### src/rtl/key_sel_ctrl_pkg.sv
`default_nettype none
// ============================================================================
// Module   : key_sel_ctrl_pkg
// Brief    : Shared debouncer state encodings and default qualification count.
// Revision : 1.0
// ============================================================================
package key_sel_ctrl_pkg;

    typedef enum logic [1:0] {
        RELEASED     = 2'd0,
        PRESS_WAIT   = 2'd1,
        PRESSED      = 2'd2,
        RELEASE_WAIT = 2'd3
    } key_state_t;

    // 20 ms of stable level at 50 MHz
    localparam int c_cnt_max_default = 1000000;

endpackage
`default_nettype wire

### src/rtl/key_filter.sv
`default_nettype none
// ============================================================================
// Module   : key_filter
// Brief    : Two-flop synchronizer, four-state debouncer and one-cycle press pulse.
// Revision : 1.0
// ============================================================================
module key_filter
    import key_sel_ctrl_pkg::*;
#(
    parameter int CNT_MAX = c_cnt_max_default
) (
    input  logic clk,
    input  logic rst,
    input  logic i_key_n,
    output logic o_level,
    output logic o_press
);

    localparam int              c_cw   = $clog2(CNT_MAX + 1);
    localparam logic [c_cw-1:0] c_one  = c_cw'(1);
    localparam logic [c_cw-1:0] c_last = c_cw'(CNT_MAX - 1);
    localparam logic [c_cw-1:0] c_max  = c_cw'(CNT_MAX);

    logic [1:0]      r_sync;
    key_state_t      r_state;
    key_state_t      w_state_nxt;
    logic [c_cw-1:0] r_cnt;
    logic [c_cw-1:0] w_cnt_nxt;
    logic [c_cw-1:0] w_cnt_inc;
    logic            r_press;
    logic            w_press_nxt;
    logic            w_in;

    assign w_in      = r_sync[1];
    assign w_cnt_inc = (r_cnt == c_max) ? r_cnt : r_cnt + c_one;

    always_ff @(posedge clk) begin
        if (rst) begin
            r_sync  <= 2'b11;
            r_state <= RELEASED;
            r_cnt   <= '0;
            r_press <= 1'b0;
        end else begin
            r_sync  <= {r_sync[0], i_key_n};
            r_state <= w_state_nxt;
            r_cnt   <= w_cnt_nxt;
            r_press <= w_press_nxt;
        end
    end

    // The sample that leaves a stable state counts as the first qualifying one.
    always_comb begin
        w_state_nxt = r_state;
        w_cnt_nxt   = r_cnt;
        w_press_nxt = 1'b0;
        case (r_state)
            RELEASED: begin
                if (!w_in) begin
                    w_state_nxt = PRESS_WAIT;
                    w_cnt_nxt   = c_one;
                end
            end
            PRESS_WAIT: begin
                if (w_in) begin
                    w_state_nxt = RELEASED;
                    w_cnt_nxt   = '0;
                end else if (r_cnt >= c_last) begin
                    w_state_nxt = PRESSED;
                    w_cnt_nxt   = '0;
                    w_press_nxt = 1'b1;
                end else begin
                    w_cnt_nxt = w_cnt_inc;
                end
            end
            PRESSED: begin
                if (w_in) begin
                    w_state_nxt = RELEASE_WAIT;
                    w_cnt_nxt   = c_one;
                end
            end
            RELEASE_WAIT: begin
                if (!w_in) begin
                    w_state_nxt = PRESSED;
                    w_cnt_nxt   = '0;
                end else if (r_cnt >= c_last) begin
                    w_state_nxt = RELEASED;
                    w_cnt_nxt   = '0;
                end else begin
                    w_cnt_nxt = w_cnt_inc;
                end
            end
            default: begin
                w_state_nxt = RELEASED;
                w_cnt_nxt   = '0;
            end
        endcase
    end

    assign o_level = !((r_state == PRESSED) || (r_state == RELEASE_WAIT));
    assign o_press = r_press;

endmodule
`default_nettype wire

### src/rtl/key_sel_ctrl.sv
`default_nettype none
// ============================================================================
// Module   : key_sel_ctrl
// Brief    : Debounces eight data keys plus Step/En buttons and drives 8:1 selector controls.
// Revision : 1.0
// ============================================================================
module key_sel_ctrl
    import key_sel_ctrl_pkg::*;
#(
    parameter int CNT_MAX = c_cnt_max_default
) (
    input  logic       Clk,
    input  logic       Reset,
    input  logic [7:0] Key_Raw,
    input  logic       Step_n,
    input  logic       En_n,
    input  logic       Dir,
    output logic [7:0] Key_Out,
    output logic [2:0] Sel_Out,
    output logic       CSn_Out
);

    logic [7:0] w_key_level;
    logic [7:0] w_key_press_unused;
    logic       w_step_level_unused;
    logic       w_en_level_unused;
    logic       w_step_press;
    logic       w_en_press;
    logic [1:0] r_dir_sync;
    logic [7:0] r_key_out;
    logic [2:0] r_sel;
    logic       r_csn;

    generate
        for (genvar i = 0; i < 8; i++) begin : g_key
            key_filter #(.CNT_MAX(CNT_MAX)) u_key_filter (
                .clk     (Clk),
                .rst     (Reset),
                .i_key_n (Key_Raw[i]),
                .o_level (w_key_level[i]),
                .o_press (w_key_press_unused[i])
            );
        end
    endgenerate

    key_filter #(.CNT_MAX(CNT_MAX)) u_step_filter (
        .clk     (Clk),
        .rst     (Reset),
        .i_key_n (Step_n),
        .o_level (w_step_level_unused),
        .o_press (w_step_press)
    );

    key_filter #(.CNT_MAX(CNT_MAX)) u_en_filter (
        .clk     (Clk),
        .rst     (Reset),
        .i_key_n (En_n),
        .o_level (w_en_level_unused),
        .o_press (w_en_press)
    );

    // Step gating reads r_csn before this cycle's toggle lands.
    always_ff @(posedge Clk) begin
        if (Reset) begin
            r_dir_sync <= 2'b00;
            r_key_out  <= 8'hFF;
            r_sel      <= 3'd0;
            r_csn      <= 1'b1;
        end else begin
            r_dir_sync <= {r_dir_sync[0], Dir};
            r_key_out  <= w_key_level;
            if (w_en_press) begin
                r_csn <= ~r_csn;
            end
            if (w_step_press && !r_csn) begin
                r_sel <= r_dir_sync[1] ? r_sel - 3'd1 : r_sel + 3'd1;
            end
        end
    end

    assign Key_Out = r_key_out;
    assign Sel_Out = r_sel;
    assign CSn_Out = r_csn;

endmodule
`default_nettype wire

### config.mk
export PLATFORM = sky130hd
export DESIGN_NAME = key_sel_ctrl
export DESIGN_NICKNAME = d
export VERILOG_FILES = /design/src/rtl/key_sel_ctrl_pkg.sv /design/src/rtl/key_filter.sv /design/src/rtl/key_sel_ctrl.sv
export SDC_FILE = /design/constraint.sdc
export NUM_CORES = 1
export LEC_CHECK = 0
export CAP_MARGIN = 20
export CORE_ASPECT_RATIO = 0.8
export CORE_MARGIN = 2
export CORE_UTILIZATION = 50
export DETAILED_ROUTE_END_ITERATION = 12
export GPL_ROUTABILITY_DRIVEN = 0
export PLACE_DENSITY_LB_ADDON = 0.3
export SLEW_MARGIN = 0
export SYNTH_ARGS = -nofsm -noshare
export SYNTH_HDL_FRONTEND = slang
export SYNTH_SLANG_ARGS = --single-unit
### constraint.sdc
create_clock -name Clk -period 2.6 [get_ports Clk]
set_input_delay 0.26 -clock Clk [delete_from_list [all_inputs] [get_ports Clk]]
set_output_delay 0.26 -clock Clk [all_outputs]
set_load 0.005 [all_outputs]
* Word-level counts from Yosys, hierarchy flattened *
Index checks and enable logic that the tools add are counted.

storage, ports and cells
  input port bits = 13
  register bits = 256

cells by class
  $lt $le $gt $ge = 10
  eq/ne operators = 80
  reductions and logical operators = 50
  bitwise gates (word level) = 3
  multiplexer cells = 143
  $add $sub $neg = 12

operators with widths
  cell                                                                      number
  20-bit 2-to-1 mux                                                         60
  20-bit one-hot mux with 4 select lines                                    10
  20-bit by 1-bit adder with 20-bit output (second input constant)          10
  20-bit equality test (second input constant)                              10
  20-bit greater-or-equal comparator (second input constant)                10
  2-bit 2-to-1 mux                                                          60
  2-bit one-hot mux with 4 select lines                                     10
  2-bit equality test (second input constant)                               20
  4-bit AND reduction                                                       10
  3-bit by 1-bit inequality test with 1-bit output (second input constant)  10
  3-bit inequality test (second input constant)                             10
  2-bit by 1-bit equality test with 1-bit output (second input constant)    10
  2-bit logical NOT                                                         10
  2-bit by 1-bit inequality test with 1-bit output (second input constant)  10
  2-bit inequality test (second input constant)                             10
  2-bit AND reduction                                                       10
  1-bit logical NOT                                                         9
  1-bit logical OR                                                          8
  3-bit OR reduction                                                        2
  3-bit by 1-bit adder with 3-bit output (second input constant)            1
  3-bit 2-to-1 mux                                                          1
  1-bit NOT                                                                 3
  3-bit by 1-bit subtractor with 3-bit output (second input constant)       1
  1-bit 2-to-1 mux                                                          2
  1-bit logical AND                                                         1

* Longest topological paths before layout *
  depth after elaboration = 5
  depth in mapped cells = 9
  gate-level depth less buffers = 8

* Modules after synthesis *
From an unflattened synthesis, not the netlist that was laid out.

second synthesis, totals
  cells, all modules = 1627
  area, all modules = 13571.8 um^2

modules (own cells, without submodules)
  module                                   instances  cells each  area each (um^2)  seq. area each (um^2)
  key_filter at g_key[0].u_key_filter ...  9          158         1306.3            500.5
  key_filter at u_step_filter              1          164         1337.5            500.5
  key_sel_ctrl                             1          41          478.0             280.3

* Least setup slack after synthesis *
OpenSTA, ideal clock, no wires.

  path kind = reg2reg
  from = register u_step_filter.r_cnt[11]
  to = register u_step_filter.r_cnt[13]
  slack = 0.193 ns
  data required time = 2.485 ns
  period minus slack after synthesis = 2.407 ns
  library setup time = 0.115 ns
  arrival = 2.293 ns
  cell stages (with the launch flop) = 8
  cell sequence = dfxtp_1 > or4_4 > or3_4 > o31a_2 > o2111ai_4 > a21boi_4 > buf_6 > nor2_1

on the way
  longest elaborated chain between the ends = 5

ends and longest elaborated chain
  element                                                                                  RTL line                            text
  start, declared                                                                          key_filter.sv:27                    logic [c_cw-1:0] r_cnt;
  start signal, assigned                                                                   key_filter.sv:46                    r_cnt <= w_cnt_nxt;
  20-bit by 1-bit adder with 20-bit output / 20-bit equality test (equally long branches)  key_filter.sv:35                    assign w_cnt_inc = (r_cnt == c_max) ? r_cnt : r_cnt + c_one;
  20-bit 2-to-1 mux                                                                        key_filter.sv:35
  20-bit 2-to-1 mux *                                                                      key_filter.sv:67, key_filter.sv:85
  20-bit 2-to-1 mux (on tied branches)                                                     key_filter.sv:82, key_filter.sv:64
  20-bit one-hot mux with 4 select lines *                                                 key_filter.sv:56                    case (r_state)

Mark *: on every way between the ends. The rest lies on a longest branch, timed or not.
A chain may end at the register's enable or synchronous reset.

* Worst setup path in the final report *
  from = register g_key[7].u_key_filter.r_cnt[12]
  to = register g_key[7].u_key_filter.r_cnt[5]

on the way
  longest elaborated chain between the ends = 5

ends and longest elaborated chain
  element                                                                     RTL line
  start, declared                                                             key_filter.sv:27
  start signal, assigned                                                      key_filter.sv:46
  branches (longest 2 deep; another with 20-bit greater-or-equal comparator)  --
  20-bit 2-to-1 mux *                                                         key_filter.sv:67, key_filter.sv:85
  20-bit 2-to-1 mux (on tied branches)                                        key_filter.sv:82, key_filter.sv:64
  20-bit one-hot mux with 4 select lines *                                    key_filter.sv:56

Mark *: on every way between the ends.

==> results.cfg <==
[sta]
relSlewSlack_pct = 46.8
finalHoldViolations = 0
worst_pin_slew_ns = 0.795
slew_violations = 0
skew_ns = 0.0223
fin_setup_tns_ns = 0
grt_setup_unrepaired = no
clock.fmax_mhz = 406
setup_viol = 0
layout_min_cycle_time_ns = 2.46
final.period_utilization_pct = 94.6

[logic_synthesis]
synth_top_cell_by_area = dfxtp_1
synth_cell_type_count = 76
yosysSeqAreaShare_pct = 40.0
synth_warnings = 0
synth.area.top_cells = dfxtp_1 (40%), nand2_1 (5.8%), nand3_1 (4.7%)
synth-main-ff-cell = dfxtp_1
synth_area_per_cell_um2 = 7.94
yosysMostFrequentCell = dfxtp_1
synthesis.nets = 1645
yosysTopAreaCellShare_pct = 40.0
synth_edf_count = 0
netlist_area_mm2 = 0.0128
yosys-top-cells-count = dfxtp_1 (256), nand2_1 (197), nor2_1 (135), nand3_1 (121), o21ai_0 (100)
syn_inst = 1611
ys_ff_latch = 256
async_reset_ff_share_pct = 0

[worst_setup_path]
r2r_slack_ns = 0.14
cp.required_ns = 3.00
cp-end-kind = flop
r2r_cells = 5
r2r_end = g_key[7].u_key_filter.r_cnt[5]
r2r_start = g_key[7].u_key_filter.r_cnt[12]
crit_arrival_ns = 2.87
worstSetupStartpointType = flop
critPathKind = flop to flop
worst-path-max-fanout = 11

[floorplanning]
initial_core_util_pct = 50.7
die_y_um = 147
die_area_mm2 = 0.0269
io_pins = 25
fp.dieW_um = 183
rows = 52
core_mm2 = 0.0252

[cts]
root_buffer = clkbuf_16
htree_levels = 1
cts_buffer_depth = 3
tritoncts = built
clk_pin_slew_worst_paths_ns = 0.06
clock-sinks = 256
clock_latency_ns = 0.54
cts_hold_repair.buffers = 0
cts_resized = 0
cts_buffers = 26
post_cts_buffers = 0

[pwr]
switchingPower_mw = 1.89
power_frac_comb_pct = 4.9
p_leak_nw = 5.08
powerDensity_mw_per_mm2 = 589
peakVddDrop_mv = 0.497
power.total_mw = 8.61
p_int_mw = 6.73
pwr-share-seq_pct = 46.6
clkPwrFrac_pct = 48.4
sw_frac_of_total_pct = 21.9

[place]
port-buffer-count = 24
dp_hpwl_um = 18900
dp_cells = 1951

[global_route]
antenna_found_initial = 0
grt_pass1_vias = 10400
grt_max_degree = 105
overflow = 0
grt_pass1_wl_um = 48300
track_usage_pct = 20.7

[hold_path]
hp-start = Reset
whs_endpoint = Key_Out[1]
hold_depth = 4
hold_class = input pin to flop

[run]
max-cap-violations = 0

[cells_and_area]
finalNetCount = 1690
stdcell_count = 2000
syn2layout_area_growth_pct = 14.3
antennaDiodeCount = 0
drive_above_1_share_pct = 9.13

[route]
dr.pass1.iters = 5
drt-wirelength-per-cell_um = 13.9
first_iter_violations = 956
drtAntennaViolNets = 0
wl_um = 27900
via_per_inst = 5.79
routed-via-count = 11600
drt_drc_violations_left = 0

[outcome]
status = finished, final reports clean
==> through the flow <==
stage	hold slack, ns	cell area (um2)	setup slack [ns]	utilization [%]
2_1_floorplan	0.364	12800	0.193	-
3_3_place_gp	0.392	13600	0.180	54.0
3_5_place_dp	0.393	13600	0.145	54.0
4_1_cts	0.211	14600	0.116	57.9
5_1_grt	0.237	14600	0.0137	57.9
6_report	0.210	14600	0.140	57.9
==> cells by family after synthesis <==
logic type	count (synthesis)	share of synthesized area, %
AOI/OAI and AO/OA	362	18.1
xor gates and xnor gates	70	4.79
adders and majority gates	21	2.11
buffers and inverters	123	3.72
DFF	256	40.0
muxes	6	0.489
and+or+nand+nor	773	30.7
==> cells in the final DEF (no fill, tap or decap), drive strengths merged, types with 6 or more instances in the layout <==
cell	synthesis	routed
nor4b	6	6
buf	11	63
a41oi	7	7
a21oi	82	82
and2	7	7
nand3b	8	8
inv	54	55
nor2	135	135
a22o	13	13
bufinv	0	6
nand2	197	197
a311oi	6	6
o31ai	10	10
ha	20	20
a211oi	6	6
nand2b	13	13
a21o	20	20
nand4	41	41
xor2	20	20
dfxtp	256	256
clkbuf	58	36
and3	37	37
clkdlybuf4s50	0	23
nor2b	14	14
nor4	33	33
or3	42	42
or4	12	12
or2	30	30
o21ai	100	100
nor3	46	46
nand4b	6	6
a31oi	66	66
a21boi	6	6
and4	10	10
o211ai	6	6
xnor2	50	50
nand3	121	121
==> worst max-delay path: stages (launching register included) <==
cell and delay [ns]:
dfxtp_1 0.36, or4_1 0.55, or4_1 0.56, o2111ai_2 0.29, nor2_1 0.24, a221o_1 0.34
==> how the worst max path moves through the flow <==
stage	end	depth (start not counted)	slack, ns	start
after floorplan	u_step_filter.r_cnt[13]	7	0.19	u_step_filter.r_cnt[11]
after global placement	g_key[7].u_key_filter.r_cnt[5]	5	0.18	g_key[7].u_key_filter.r_cnt[12]
after detailed placement	g_key[1].u_key_filter.r_cnt[10]	7	0.15	g_key[1].u_key_filter.r_cnt[11]
after CTS	g_key[0].u_key_filter.r_cnt[8]	5	0.12	g_key[0].u_key_filter.r_cnt[11]
after global routing	g_key[7].u_key_filter.r_cnt[14]	6	0.01	g_key[7].u_key_filter.r_cnt[12]
final	g_key[7].u_key_filter.r_cnt[5]	5	0.14	g_key[7].u_key_filter.r_cnt[12]
==> state kept, by name (all words and copies together), names as in the netlist, named ones only <==
| register | cells |
|---|---|
| u_step_filter.r_state | 1 |
| u_en_filter.r_state | 1 |
| u_step_filter.o_press | 1 |
| CSn_Out | 1 |
| u_en_filter.r_sync | 2 |
| g_key.u_key_filter.r_sync | 16 |
| u_step_filter.r_cnt | 20 |
| Sel_Out | 3 |
| g_key.u_key_filter.r_cnt | 160 |
| u_step_filter.r_sync | 2 |
| u_en_filter.r_cnt | 20 |
| Key_Out | 8 |
| g_key.u_key_filter.r_state | 8 |
| u_en_filter.o_press | 1 |
| r_dir_sync | 2 |
==> layout make-up <==
type / count / area (um2)
Multi-Input combinational cell: 1232 / 7210
Sequential cell: 256 / 5120
Tap cell: 324 / 405
Fill cell: 2248 / 10600
Clock buffer: 36 / 738
Inverter: 54 / 203
Clock inverter: 12 / 230
Timing Repair Buffer: 86 / 713
==> power by group through the flow <==
stage / logic [mW] / clock network, mW / registers (mW)
final: 0.424 / 4.17 / 4.02
after global routing: 0.476 / 4.41 / 4.02
after CTS: 0.425 / 4.25 / 4.02
after detailed placement: 0.423 / 0 / 4.10
after global placement: 0.417 / 0 / 4.10
after floorplan: 0.287 / 0 / 4.09
==> per-layer routing <==
metal / wire, um / track usage [%] / vias up / part of all wire [%]
li1: - / - / 5963 / -
met1: 14400 / 30.6 / 5393 / 52
met2: 12100 / 32.8 / 206 / 43
met3: 1080 / 2.50 / 25 / 3.9
met4: 348 / 3.72 / 0 / 1.2
met5: 0 / 0 / - / 0
Power figures use the tool's default switching activity.
